==> config.mk <==
export PLATFORM = sky130hd
export DESIGN_NAME = buf_arb_32bit_flat
export DESIGN_NICKNAME = d
export VERILOG_FILES = /design/src/rtl/buf_arb_32bit_pkg.sv /design/src/rtl/buf_arb_32bit_if.sv /design/src/rtl/buf_arb_32bit_rr_picker.sv /design/src/rtl/buf_arb_32bit.sv /design/src/flat_wrapper.sv
export SDC_FILE = /design/constraint.sdc
export NUM_CORES = 1
export LEC_CHECK = 0
export CAP_MARGIN = 0
export CORE_ASPECT_RATIO = 0.7
export CORE_MARGIN = 1.5
export CORE_UTILIZATION = 38
export DETAILED_ROUTE_END_ITERATION = 16
export PLACE_DENSITY = 0.79
export RECOVER_POWER = 25
export SLEW_MARGIN = 0
export SYNTH_ARGS = -nofsm -noshare
export SYNTH_HDL_FRONTEND = slang
export SYNTH_SLANG_ARGS = --single-unit
==> constraint.sdc <==
create_clock -name clk -period 3.7 [get_ports clk]
set_input_delay 0.37 -clock clk [delete_from_list [all_inputs] [get_ports clk]]
set_output_delay 0.37 -clock clk [all_outputs]
set_load 0.01 [all_outputs]
==> src/rtl/buf_arb_32bit_pkg.sv <==
// buf_arb_pkg: shared types and helpers for the buf_arb_32bit arbiter.
//   state_e  - burst FSM state (IDLE / LOCKED)
//   pick_t   - result of a round-robin search (found flag + index)
//   rr_pick  - rotate-priority search from a pointer, wrapping modulo n
package buf_arb_pkg;
  localparam int DATA_W_DEF = 32;
  localparam int MAX_REQ    = 8;   // upper bound on NUM_REQ supported by rr_pick
  localparam int MAX_ID_W   = 3;

  typedef enum logic {
    IDLE   = 1'b0,
    LOCKED = 1'b1
  } state_e;

  typedef struct packed {
    logic                found;
    logic [MAX_ID_W-1:0] idx;
  } pick_t;

  // First set bit of valid at or above ptr, wrapping at n.
  // ptr < n is assumed, so one subtraction folds the index back into range.
  function automatic pick_t rr_pick(input logic [MAX_REQ-1:0]  valid,
                                    input logic [MAX_ID_W-1:0] ptr,
                                    input int unsigned         n);
    pick_t       r;
    int unsigned j;
    r = '0;
    for (int unsigned k = 0; k < MAX_REQ; k++) begin
      j = {29'd0, ptr} + k;
      if (j >= n) j = j - n;
      if (k < n && !r.found && valid[j[2:0]]) begin
        r.found = 1'b1;
        r.idx   = j[2:0];
      end
    end
    return r;
  endfunction
endpackage

==> src/rtl/buf_arb_32bit_if.sv <==
// buf_arb_32bit_if: requester-side and downstream-side handshake bundle.
//   req_valid/req_last/req_data -> arbiter, req_ready <- arbiter
//   out_valid/out_data/out_id/out_last <- arbiter, out_ready -> arbiter
//   master: traffic source/sink side; slave: the arbiter.
interface buf_arb_32bit_if
  import buf_arb_pkg::*;
#(
  parameter int NUM_REQ = 4,
  parameter int DATA_W  = DATA_W_DEF,
  parameter int ID_W    = $clog2(NUM_REQ)
);
  logic [NUM_REQ-1:0]        req_valid;
  logic [NUM_REQ-1:0]        req_last;
  logic [NUM_REQ*DATA_W-1:0] req_data;
  logic [NUM_REQ-1:0]        req_ready;
  logic                      out_valid;
  logic [DATA_W-1:0]         out_data;
  logic [ID_W-1:0]           out_id;
  logic                      out_last;
  logic                      out_ready;

  modport master (
    output req_valid, req_last, req_data, out_ready,
    input  req_ready, out_valid, out_data, out_id, out_last
  );

  modport slave (
    input  req_valid, req_last, req_data, out_ready,
    output req_ready, out_valid, out_data, out_id, out_last
  );
endinterface

==> src/rtl/buf_arb_32bit_rr_picker.sv <==
// rr_picker: combinational rotate-priority encoder.
//   valid [NUM_REQ] - candidate requesters
//   ptr   [ID_W]    - highest-priority position this round
//   idx   [ID_W]    - winning requester (meaningful when found)
//   found           - at least one valid bit set
module rr_picker
  import buf_arb_pkg::*;
#(
  parameter int NUM_REQ = 4,
  parameter int ID_W    = $clog2(NUM_REQ)
) (
  input  logic [NUM_REQ-1:0] valid,
  input  logic [ID_W-1:0]    ptr,
  output logic [ID_W-1:0]    idx,
  output logic               found
);
  pick_t pick;

  always_comb begin
    pick  = rr_pick(MAX_REQ'(valid), MAX_ID_W'(ptr), NUM_REQ);
    idx   = pick.idx[ID_W-1:0];
    found = pick.found;
  end

  // Upper index bits are always zero for smaller NUM_REQ.
  if (ID_W < MAX_ID_W) begin : g_unused_hi
    logic unused_idx_hi;
    assign unused_idx_hi = ^pick.idx[MAX_ID_W-1:ID_W];
  end
endmodule

==> src/rtl/buf_arb_32bit.sv <==
// buf_arb_32bit: round-robin burst arbiter sharing one registered output
// word among NUM_REQ requesters.
//   clk, reset - rising-edge clock, synchronous active-high reset
//   bus        - slave side of buf_arb_32bit_if (requests in, tagged word out)
//   busy       - registered, high while a multi-beat burst holds the stage
module buf_arb_32bit
  import buf_arb_pkg::*;
#(
  parameter int NUM_REQ = 4,
  parameter int DATA_W  = DATA_W_DEF,
  parameter int ID_W    = $clog2(NUM_REQ)
) (
  input  logic            clk,
  input  logic            reset,
  buf_arb_32bit_if.slave  bus,
  output logic            busy
);
  state_e                          state_q, state_d;
  logic [ID_W-1:0]                 owner_q, owner_d;
  logic [ID_W-1:0]                 rr_ptr_q, rr_ptr_d;
  logic                            out_valid_q, out_valid_d;
  logic [DATA_W-1:0]               out_data_q, out_data_d;
  logic [ID_W-1:0]                 out_id_q, out_id_d;
  logic                            out_last_q, out_last_d;
  logic                            busy_q, busy_d;

  logic [NUM_REQ-1:0][DATA_W-1:0]  req_data_a;
  logic [NUM_REQ-1:0]              req_ready;
  logic [ID_W-1:0]                 pick_idx, grant_idx, nxt_ptr;
  logic                            pick_found, grant_any, stage_free;
  logic                            accept, acc_last;

  assign req_data_a = bus.req_data;

  rr_picker #(.NUM_REQ(NUM_REQ), .ID_W(ID_W)) u_pick (
    .valid (bus.req_valid),
    .ptr   (rr_ptr_q),
    .idx   (pick_idx),
    .found (pick_found)
  );

  // Grant / ready generation. The locked owner keeps the grant even while
  // its valid is low, so nobody else can slip into the middle of a burst.
  always_comb begin
    stage_free = !out_valid_q || bus.out_ready;
    if (state_q == LOCKED) begin
      grant_idx = owner_q;
      grant_any = 1'b1;
    end else begin
      grant_idx = pick_idx;
      grant_any = pick_found;
    end
    req_ready = '0;
    if (!reset && stage_free && grant_any) req_ready[grant_idx] = 1'b1;
    accept   = |(bus.req_valid & req_ready);
    acc_last = bus.req_last[grant_idx];
    nxt_ptr  = (grant_idx == ID_W'(NUM_REQ - 1)) ? '0 : grant_idx + ID_W'(1);
  end

  // Next-state: pointer only moves at a burst end.
  always_comb begin
    state_d  = state_q;
    owner_d  = owner_q;
    rr_ptr_d = rr_ptr_q;
    if (accept) begin
      unique case (state_q)
        IDLE: begin
          if (acc_last) begin
            rr_ptr_d = nxt_ptr;
          end else begin
            state_d = LOCKED;
            owner_d = grant_idx;
          end
        end
        LOCKED: begin
          if (acc_last) begin
            state_d  = IDLE;
            rr_ptr_d = nxt_ptr;
          end
        end
        default: state_d = IDLE;
      endcase
    end
  end

  // Output stage: a new beat wins over a drain in the same cycle.
  always_comb begin
    out_valid_d = out_valid_q;
    out_data_d  = out_data_q;
    out_id_d    = out_id_q;
    out_last_d  = out_last_q;
    if (accept) begin
      out_valid_d = 1'b1;
      out_data_d  = req_data_a[grant_idx];
      out_id_d    = grant_idx;
      out_last_d  = acc_last;
    end else if (bus.out_ready) begin
      out_valid_d = 1'b0;
    end
    busy_d = (state_d == LOCKED);
  end

  always_ff @(posedge clk) begin
    if (reset) begin
      state_q     <= IDLE;
      owner_q     <= '0;
      rr_ptr_q    <= '0;
      out_valid_q <= 1'b0;
      out_data_q  <= '0;
      out_id_q    <= '0;
      out_last_q  <= 1'b0;
      busy_q      <= 1'b0;
    end else begin
      state_q     <= state_d;
      owner_q     <= owner_d;
      rr_ptr_q    <= rr_ptr_d;
      out_valid_q <= out_valid_d;
      out_data_q  <= out_data_d;
      out_id_q    <= out_id_d;
      out_last_q  <= out_last_d;
      busy_q      <= busy_d;
    end
  end

  assign bus.req_ready = req_ready;
  assign bus.out_valid = out_valid_q;
  assign bus.out_data  = out_data_q;
  assign bus.out_id    = out_id_q;
  assign bus.out_last  = out_last_q;
  assign busy          = busy_q;
endmodule

==> src/flat_wrapper.sv <==
// flat-port wrapper written by rule: the top's interface ports become plain ports
module buf_arb_32bit_flat import buf_arb_pkg::*;
#(
  parameter int NUM_REQ = 4,
  parameter int DATA_W  = DATA_W_DEF,
  parameter int ID_W    = $clog2(NUM_REQ)
)
  (clk, reset, busy, bus_req_valid, bus_req_last, bus_req_data, bus_out_ready, bus_req_ready, bus_out_valid, bus_out_data, bus_out_id, bus_out_last);
  buf_arb_32bit_if #(.NUM_REQ(NUM_REQ), .DATA_W(DATA_W), .ID_W(ID_W)) bus_i ();
  input  logic clk;
  input  logic reset;
  output logic busy;
  input wire logic [$bits(bus_i.req_valid)-1:0] bus_req_valid;
  input wire logic [$bits(bus_i.req_last)-1:0] bus_req_last;
  input wire logic [$bits(bus_i.req_data)-1:0] bus_req_data;
  input wire logic [$bits(bus_i.out_ready)-1:0] bus_out_ready;
  output wire logic [$bits(bus_i.req_ready)-1:0] bus_req_ready;
  output wire logic [$bits(bus_i.out_valid)-1:0] bus_out_valid;
  output wire logic [$bits(bus_i.out_data)-1:0] bus_out_data;
  output wire logic [$bits(bus_i.out_id)-1:0] bus_out_id;
  output wire logic [$bits(bus_i.out_last)-1:0] bus_out_last;
  assign bus_i.req_valid = bus_req_valid;
  assign bus_i.req_last = bus_req_last;
  assign bus_i.req_data = bus_req_data;
  assign bus_i.out_ready = bus_out_ready;
  assign bus_req_ready = bus_i.req_ready;
  assign bus_out_valid = bus_i.out_valid;
  assign bus_out_data = bus_i.out_data;
  assign bus_out_id = bus_i.out_id;
  assign bus_out_last = bus_i.out_last;
  buf_arb_32bit #(.NUM_REQ(NUM_REQ), .DATA_W(DATA_W), .ID_W(ID_W)) u_core (.clk(clk), .reset(reset), .bus(bus_i), .busy(busy));
endmodule
; ---- After elaboration in Yosys (flattened, before gate mapping)
; Index checks and enable logic that the tools add are counted.
[totals]
reg_bits = 41
elab_cells = 75
in_bits = 139
[classes]
eq_ne = 1
muxes = 30
n_reduce_logical = 16
n_addsub = 8
magnitude_cmp = 10
n_bitwise = 3
[op_table]
columns = cell, count
row1 = 32-bit binary-select mux with 2-bit select, 1
row2 = 32-bit two-way mux, 1
row3 = 4-bit two-way mux, 5
row4 = "3-bit by 4-bit less-than comparator with 1-bit output, second input constant", 4
row5 = 1-bit binary-select mux with 3-bit select, 4
row6 = 3-bit two-way mux, 4
row7 = 1-bit two-way mux, 10
row8 = "3-bit greater-or-equal comparator, second input constant", 3
row9 = "3-bit subtractor, second input constant", 3
row10 = "2-bit by 2-bit adder with 3-bit output, second input constant", 2
row11 = 1-bit logical AND, 6
row12 = 2-bit two-way mux, 3
row13 = 1-bit logical NOT, 5
row14 = 4-bit bitwise AND, 1
row15 = 4-bit OR reduction, 1
row16 = "2-bit by 1-bit adder with 3-bit output, second input constant", 1
row17 = "2-bit by 3-bit greater-or-equal comparator with 1-bit output, second input constant", 1
row18 = "2-bit by 3-bit less-than comparator with 1-bit output, second input constant", 1
row19 = 3-bit AND reduction, 1
row20 = "2-bit by 3-bit subtractor with 3-bit output, second input constant", 1
row21 = "2-bit by 1-bit adder with 2-bit output, second input constant", 1
row22 = 1-bit binary-select mux with 2-bit select, 1
row23 = 1-bit demux with 2-bit select, 1
row24 = "2-bit == test, second input constant", 1
row25 = 5 further kinds, 6

; ---- Logic depth before layout (Yosys ltp)
[logic_depth]
depth_word = 23
depth_mapped = 13
mapped_depth_nobuf = 8

; ---- By module
; From an unflattened synthesis, not the netlist that was laid out.
[hier_totals]
hier_cells = 413
area_unflattened_um2 = 2585.0
[by_module_without_submodules]
columns = mod, area_each_um2, seq_area_each_um2, n_inst, cells_each
row1 = buf_arb_32bit, 2511.2, 820.8, 1, 401
row2 = rr_picker, 73.8, 0.0, 1, 12

; ---- Least setup slack after synthesis
; Ideal clock, no wire load.
[synth_path]
path_type = input -> register
start = input bus_req_valid[3]
end = register u_core.owner_q[0]
required_ns = 3.579
path_buffers = 3
cell_stages = 11
setup_slack_ns = 0.882
arrival_time_ns = 2.698
path_cell_list = buf_2 -> nor2b_1 -> o21a_1 -> o41a_1 -> buf_2 -> clkinv_1 -> buf_2 -> ha_1 -> a221oi_4 -> a2111o_1 -> mux2_2
[synth_between]
elab_chain_cells = 21
word_cells_on_any_way = 33
classes_between = 2 x order compare / 19 x mux / 2 x bitwise / 10 x reduce/logical
[synth_lines]
columns = element, line_no
row1 = start: declaration, flat_wrapper.sv:13  ; input wire logic [$bits(bus_i.req_valid)-1:0] bus_req_valid;
row2 = 1-bit binary-select mux with 3-bit select, buf_arb_32bit_pkg.sv:31  ; if (k < n && !r.found && valid[j[2:0]]) begin
row3 = 1-bit two-way mux (implied by the code), buf_arb_32bit_pkg.sv:31
row4 = 4-bit two-way mux, buf_arb_32bit_pkg.sv:31
row5 = 1-bit logical NOT, buf_arb_32bit_pkg.sv:31
row6 = 1-bit logical AND, buf_arb_32bit_pkg.sv:31
row7 = 4-bit two-way mux, buf_arb_32bit_pkg.sv:31
row8 = 1-bit logical NOT, buf_arb_32bit_pkg.sv:31
row9 = 1-bit logical AND, buf_arb_32bit_pkg.sv:31
row10 = [... 5 more ...], n/a
row11 = 2-bit by 3-bit less-than comparator with 1-bit output (implied by the code) / 2-bit by 1-bit greater-or-equal comparator with 1-bit output (equally long branches), buf_arb_32bit.sv:54  ; if (!reset && stage_free && grant_any) req_ready[grant_idx] = 1'b1;
row12 = 1-bit logical AND (implied by the code), buf_arb_32bit.sv:54
row13 = 1-bit two-way mux (implied by the code), buf_arb_32bit.sv:54
row14 = 1-bit demux with 2-bit select, n/a
row15 = 4-bit two-way mux, buf_arb_32bit.sv:54
row16 = 4-bit bitwise AND, buf_arb_32bit.sv:55  ; accept = |(bus.req_valid & req_ready);
row17 = 4-bit OR reduction, buf_arb_32bit.sv:55
row18 = 3-bit AND reduction (no line), n/a
row19 = end signal: assignment, buf_arb_32bit.sv:115  ; owner_q <= owner_d;
row20 = end: declaration, buf_arb_32bit.sv:19  ; logic [ID_W-1:0] owner_q, owner_d;
; Parallel ways exist; a longest one is shown, timed or not. The select of a mux whose other input is x is not followed.
; A chain may end at the register's enable or synchronous reset.

; ---- Final worst setup path
[layout_path]
start = input bus_req_valid[3]
end = output bus_req_ready[1]
[layout_between]
elab_chain_cells = 18
word_cells_on_any_way = 27
classes_between = 2 x order compare / 17 x mux / 8 x reduce/logical
[layout_lines]
columns = element, line_no
row1 = 1-bit binary-select mux with 3-bit select, buf_arb_32bit_pkg.sv:31
row2 = 1-bit two-way mux (implied by the code), buf_arb_32bit_pkg.sv:31
row3 = 4-bit two-way mux, buf_arb_32bit_pkg.sv:31
row4 = 1-bit logical NOT, buf_arb_32bit_pkg.sv:31
row5 = 1-bit logical AND, buf_arb_32bit_pkg.sv:31
row6 = 4-bit two-way mux, buf_arb_32bit_pkg.sv:31
row7 = 1-bit logical NOT, buf_arb_32bit_pkg.sv:31
row8 = 1-bit logical AND, buf_arb_32bit_pkg.sv:31
row9 = [... 2 more ...], n/a
row10 = 1-bit logical AND, buf_arb_32bit_pkg.sv:31
row11 = 4-bit two-way mux *, buf_arb_32bit_pkg.sv:31
row12 = 2-bit two-way mux, buf_arb_32bit.sv:46  ; if (state_q == LOCKED) begin
row13 = 2-bit by 3-bit less-than comparator with 1-bit output (implied by the code) / 2-bit by 1-bit greater-or-equal comparator with 1-bit output (equally long branches), buf_arb_32bit.sv:54
row14 = 1-bit logical AND (implied by the code), buf_arb_32bit.sv:54
row15 = 1-bit two-way mux (implied by the code), buf_arb_32bit.sv:54
row16 = 1-bit demux with 2-bit select, n/a
row17 = 4-bit two-way mux *, buf_arb_32bit.sv:54
row18 = end: declaration, flat_wrapper.sv:17  ; output wire logic [$bits(bus_i.req_ready)-1:0] bus_req_ready;
; Every way passes the cells marked *; elsewhere a longest branch is shown, timed or not. The select of a mux whose other input is x is not followed.

==> results.yml <==
cts:
  clk_latency_ps: 270
  tritoncts: "done"
  path_clk_slew_ps: 50
  cts_root_buffer: "clkbuf_16"
  ctsResizeCount: 0
  cts_hold_buf: 0
  h-tree-depth: 2
  post-cts-setup-buffer-count: 0
  clock-sinks: 41
  clk_path_buf_depth: 2
  numCtsBuffers: 5
timing:
  fin_tns_setup_ps: 0
  setup_violations: 0
  clock-skew-final_ps: 3.60
  max-slew-margin-rel_pct: 56.5
  tightest_slew_ps: 653
  holdWs_ps: 487
  clock.fmax_mhz: 310
  finalHoldViolations: 0
  drv_slew: 0
  rsz0062_at_grt: "false"
  timing.final.crit_share_pct: 87.1
  min_period_ps: 3220
min_path:
  hold_path.class: "reg2reg"
run:
  cap_violations: 0
detailed_routing:
  drtPass1Iterations: 6
  drc_errors: 0
  wl_um: 10400
  routedWlPerCell_um: 15.5
  ant_nets: 0
  avgViaCountPerCell: 5.39
  vias: 3630
  drt_iter0_drc: 250
die:
  coreArea_um2: 7480
  die_height_um: 77.5
  rows: 26
  io_pins: 180
  dieArea_um2: 8480
  start_util_pct: 40.3
  die_w_um: 109
critical_path:
  critical-path-max-stage-delay_ps: 710
  crit_path_start_kind: "primary input"
  required_ps: 3330
  cp_cell_sequence: "clkdlybuf4s50_1, nor2b_1, o21a_1, o41a_1, buf_4, nor3_1, clkdlybuf4s50_1"
  critical_path.max_fanout: 20
  cp_slowest_cell: "clkdlybuf4s50_1"
  cp.arrival_ps: 2850
  path_class: "in2out"
  endpoint_kind: "primary output"
  crit_path_frequent_cell: "clkdlybuf4s50_1"
synthesis:
  synth.avg_cell_area_um2: 7.26
  synth.most_common_cell: "nand2_1"
  synth_nets: 555
  netlist_area_um2: 3010
  synthTopCellsByCount: "136 x nand2_1, 68 x nand3_1, 41 x dfxtp_1, 33 x o211a_1, 29 x a31o_1"
  yosys_warnings: 0
  ys_types: 49
  ys_seq_area_share_pct: 27.3
  synth_area_leader_cell: "dfxtp_1"
  synth_seq_cells: 41
  yosysTopAreaCellShare_pct: 27.3
  synth_edf_count: 0
  synthCells: 415
  synthFlopType: "dfxtp_1"
  netlist_top_cells_area: "dfxtp_1 27%, nand2_1 17%, nand3_1 11%"
  async_reset_ff_share_pct: 0
global_route:
  grt_pass1_vias: 3365
  grt_use_total_pct: 23.6
  overflow: 0
  antenna_found_initial: 0
  grt_start_max_net_pins: 44
  grt_pass1_wl_um: 16000
pwr:
  powerDensity_nw_per_um2: 611
  power_frac_comb_pct: 62.9
  net-switching-power_w: 0.00129
  p_int_w: 0.00173
  p_clk_share_pct: 13.7
  swShare_pct: 42.7
  p_leak_nw: 2.29
  sequentialPowerShare_pct: 23.4
  peakVddDrop_mv: 0.427
place:
  port_buffers: 179
  globalplace.congestion: 0.969
  dp.final_hpwl_um: 7890
final_layout:
  fillers: 671
  area_growth_pct: 64.6
  drive_gt1_share_pct: 6.09
  nets: 715
  antenna_cells: 0
outcome:
  status: "finished clean"
-- area by class of cell --
| cell class | instances | area [µm²] | area share [%] |
|---|---|---|---|
| flip-flops and latches | 41 | 821 | 16.6 |
| multi-input cells | 329 | 1960 | 39.5 |
| well taps | 98 | 123 | 2.47 |
| repair buffers | 192 | 1890 | 38.1 |
| clock buffers | 7 | 143 | 2.88 |
| inverters | 6 | 22.5 | 0.454 |
-- sequential cells by signal, summed over array words and instances, names as in the netlist --
name                  flops
u_core.bus.out_valid      1
u_core.rr_ptr_q           2
u_core.bus.out_id         2
u_core.owner_q            2
u_core.bus.out_last       1
u_core.state_q            1
u_core.bus.out_data      32
-- metal layers --
| metal | track usage (%) | routed length, µm | vias up |
|---|---|---|---|
| met2 | 39.3 | 4620 | 180 |
| met1 | 29.3 | 4460 | 1635 |
| li1 | - | - | 1800 |
| met3 | 7.90 | 1200 | 15 |
| met5 | 0 | 0 | - |
| met4 | 5.58 | 125 | 0 |
-- cell usage in the layout (no fill, tap or decap), types with 3 or more instances in the layout --
master,n
clkdlybuf4s50_1,159
nand2_1,136
nand3_1,68
dfxtp_1,41
o211a_1,33
a31o_1,29
dlygate4sd3_1,20
buf_4,13
nor2b_1,6
clkbuf_16,5
a21oi_1,4
o21ai_0,4
nor2_1,3
nor3_1,3
inv_1,3
a211oi_1,3
nand3b_1,3
a31o_2,3
-- final timing paths --
kind                        from                 endpoint  slack [ps]  cells past startpoint
max             bus_req_valid[3]         bus_req_ready[1]         480                      7
min          u_core.bus.out_last      u_core.bus.out_last         490                      2
max reg2reg   u_core.rr_ptr_q[1]  u_core.bus.out_data[15]        1000                      8
min reg2reg  u_core.bus.out_last      u_core.bus.out_last         490                      2
-- metrics by stage --
stage	utilization [%]	cell area, µm²	power, W	cells	setup WS [ps]
final	66.2	4960	0.00303	673	477
after global routing	66.2	4960	0.00326	673	367
after CTS	66.2	4960	0.00308	673	495
after detailed placement	64.3	4810	0.00265	666	496
after global placement	64.3	4810	0.00261	666	561
after floorplan	-	3010	0.00195	415	882
-- cell families (layout without fill, tap and decap cells) --
family	after synthesis	after routing	synth area share [%]
simple gates	228	228	33.4
buf+inv	45	205	7.77
flops	41	41	27.3
fa+ha+maj	1	1	0.415
mux	5	5	1.91
compound gates	95	95	29.3
-- power groups by stage --
stage | Sequential [W] | Combinational (W) | Clock [W]
finish | 0.000708 | 0.00190 | 0.000415
global route | 0.000725 | 0.00209 | 0.000449
CTS | 0.000709 | 0.00194 | 0.000428
detailed placement | 0.000718 | 0.00194 | 0
global placement | 0.000712 | 0.00190 | 0
floorplan | 0.000752 | 0.00120 | 0
-- worst max-delay path: cells and delay by family --
family	cells	cell delay [ps]
buffers and inverters	3	1510
AOI/OAI and AO/OA	2	650
and+or+nand+nor	2	320
No activity file was read; power rests on OpenSTA's default activity.
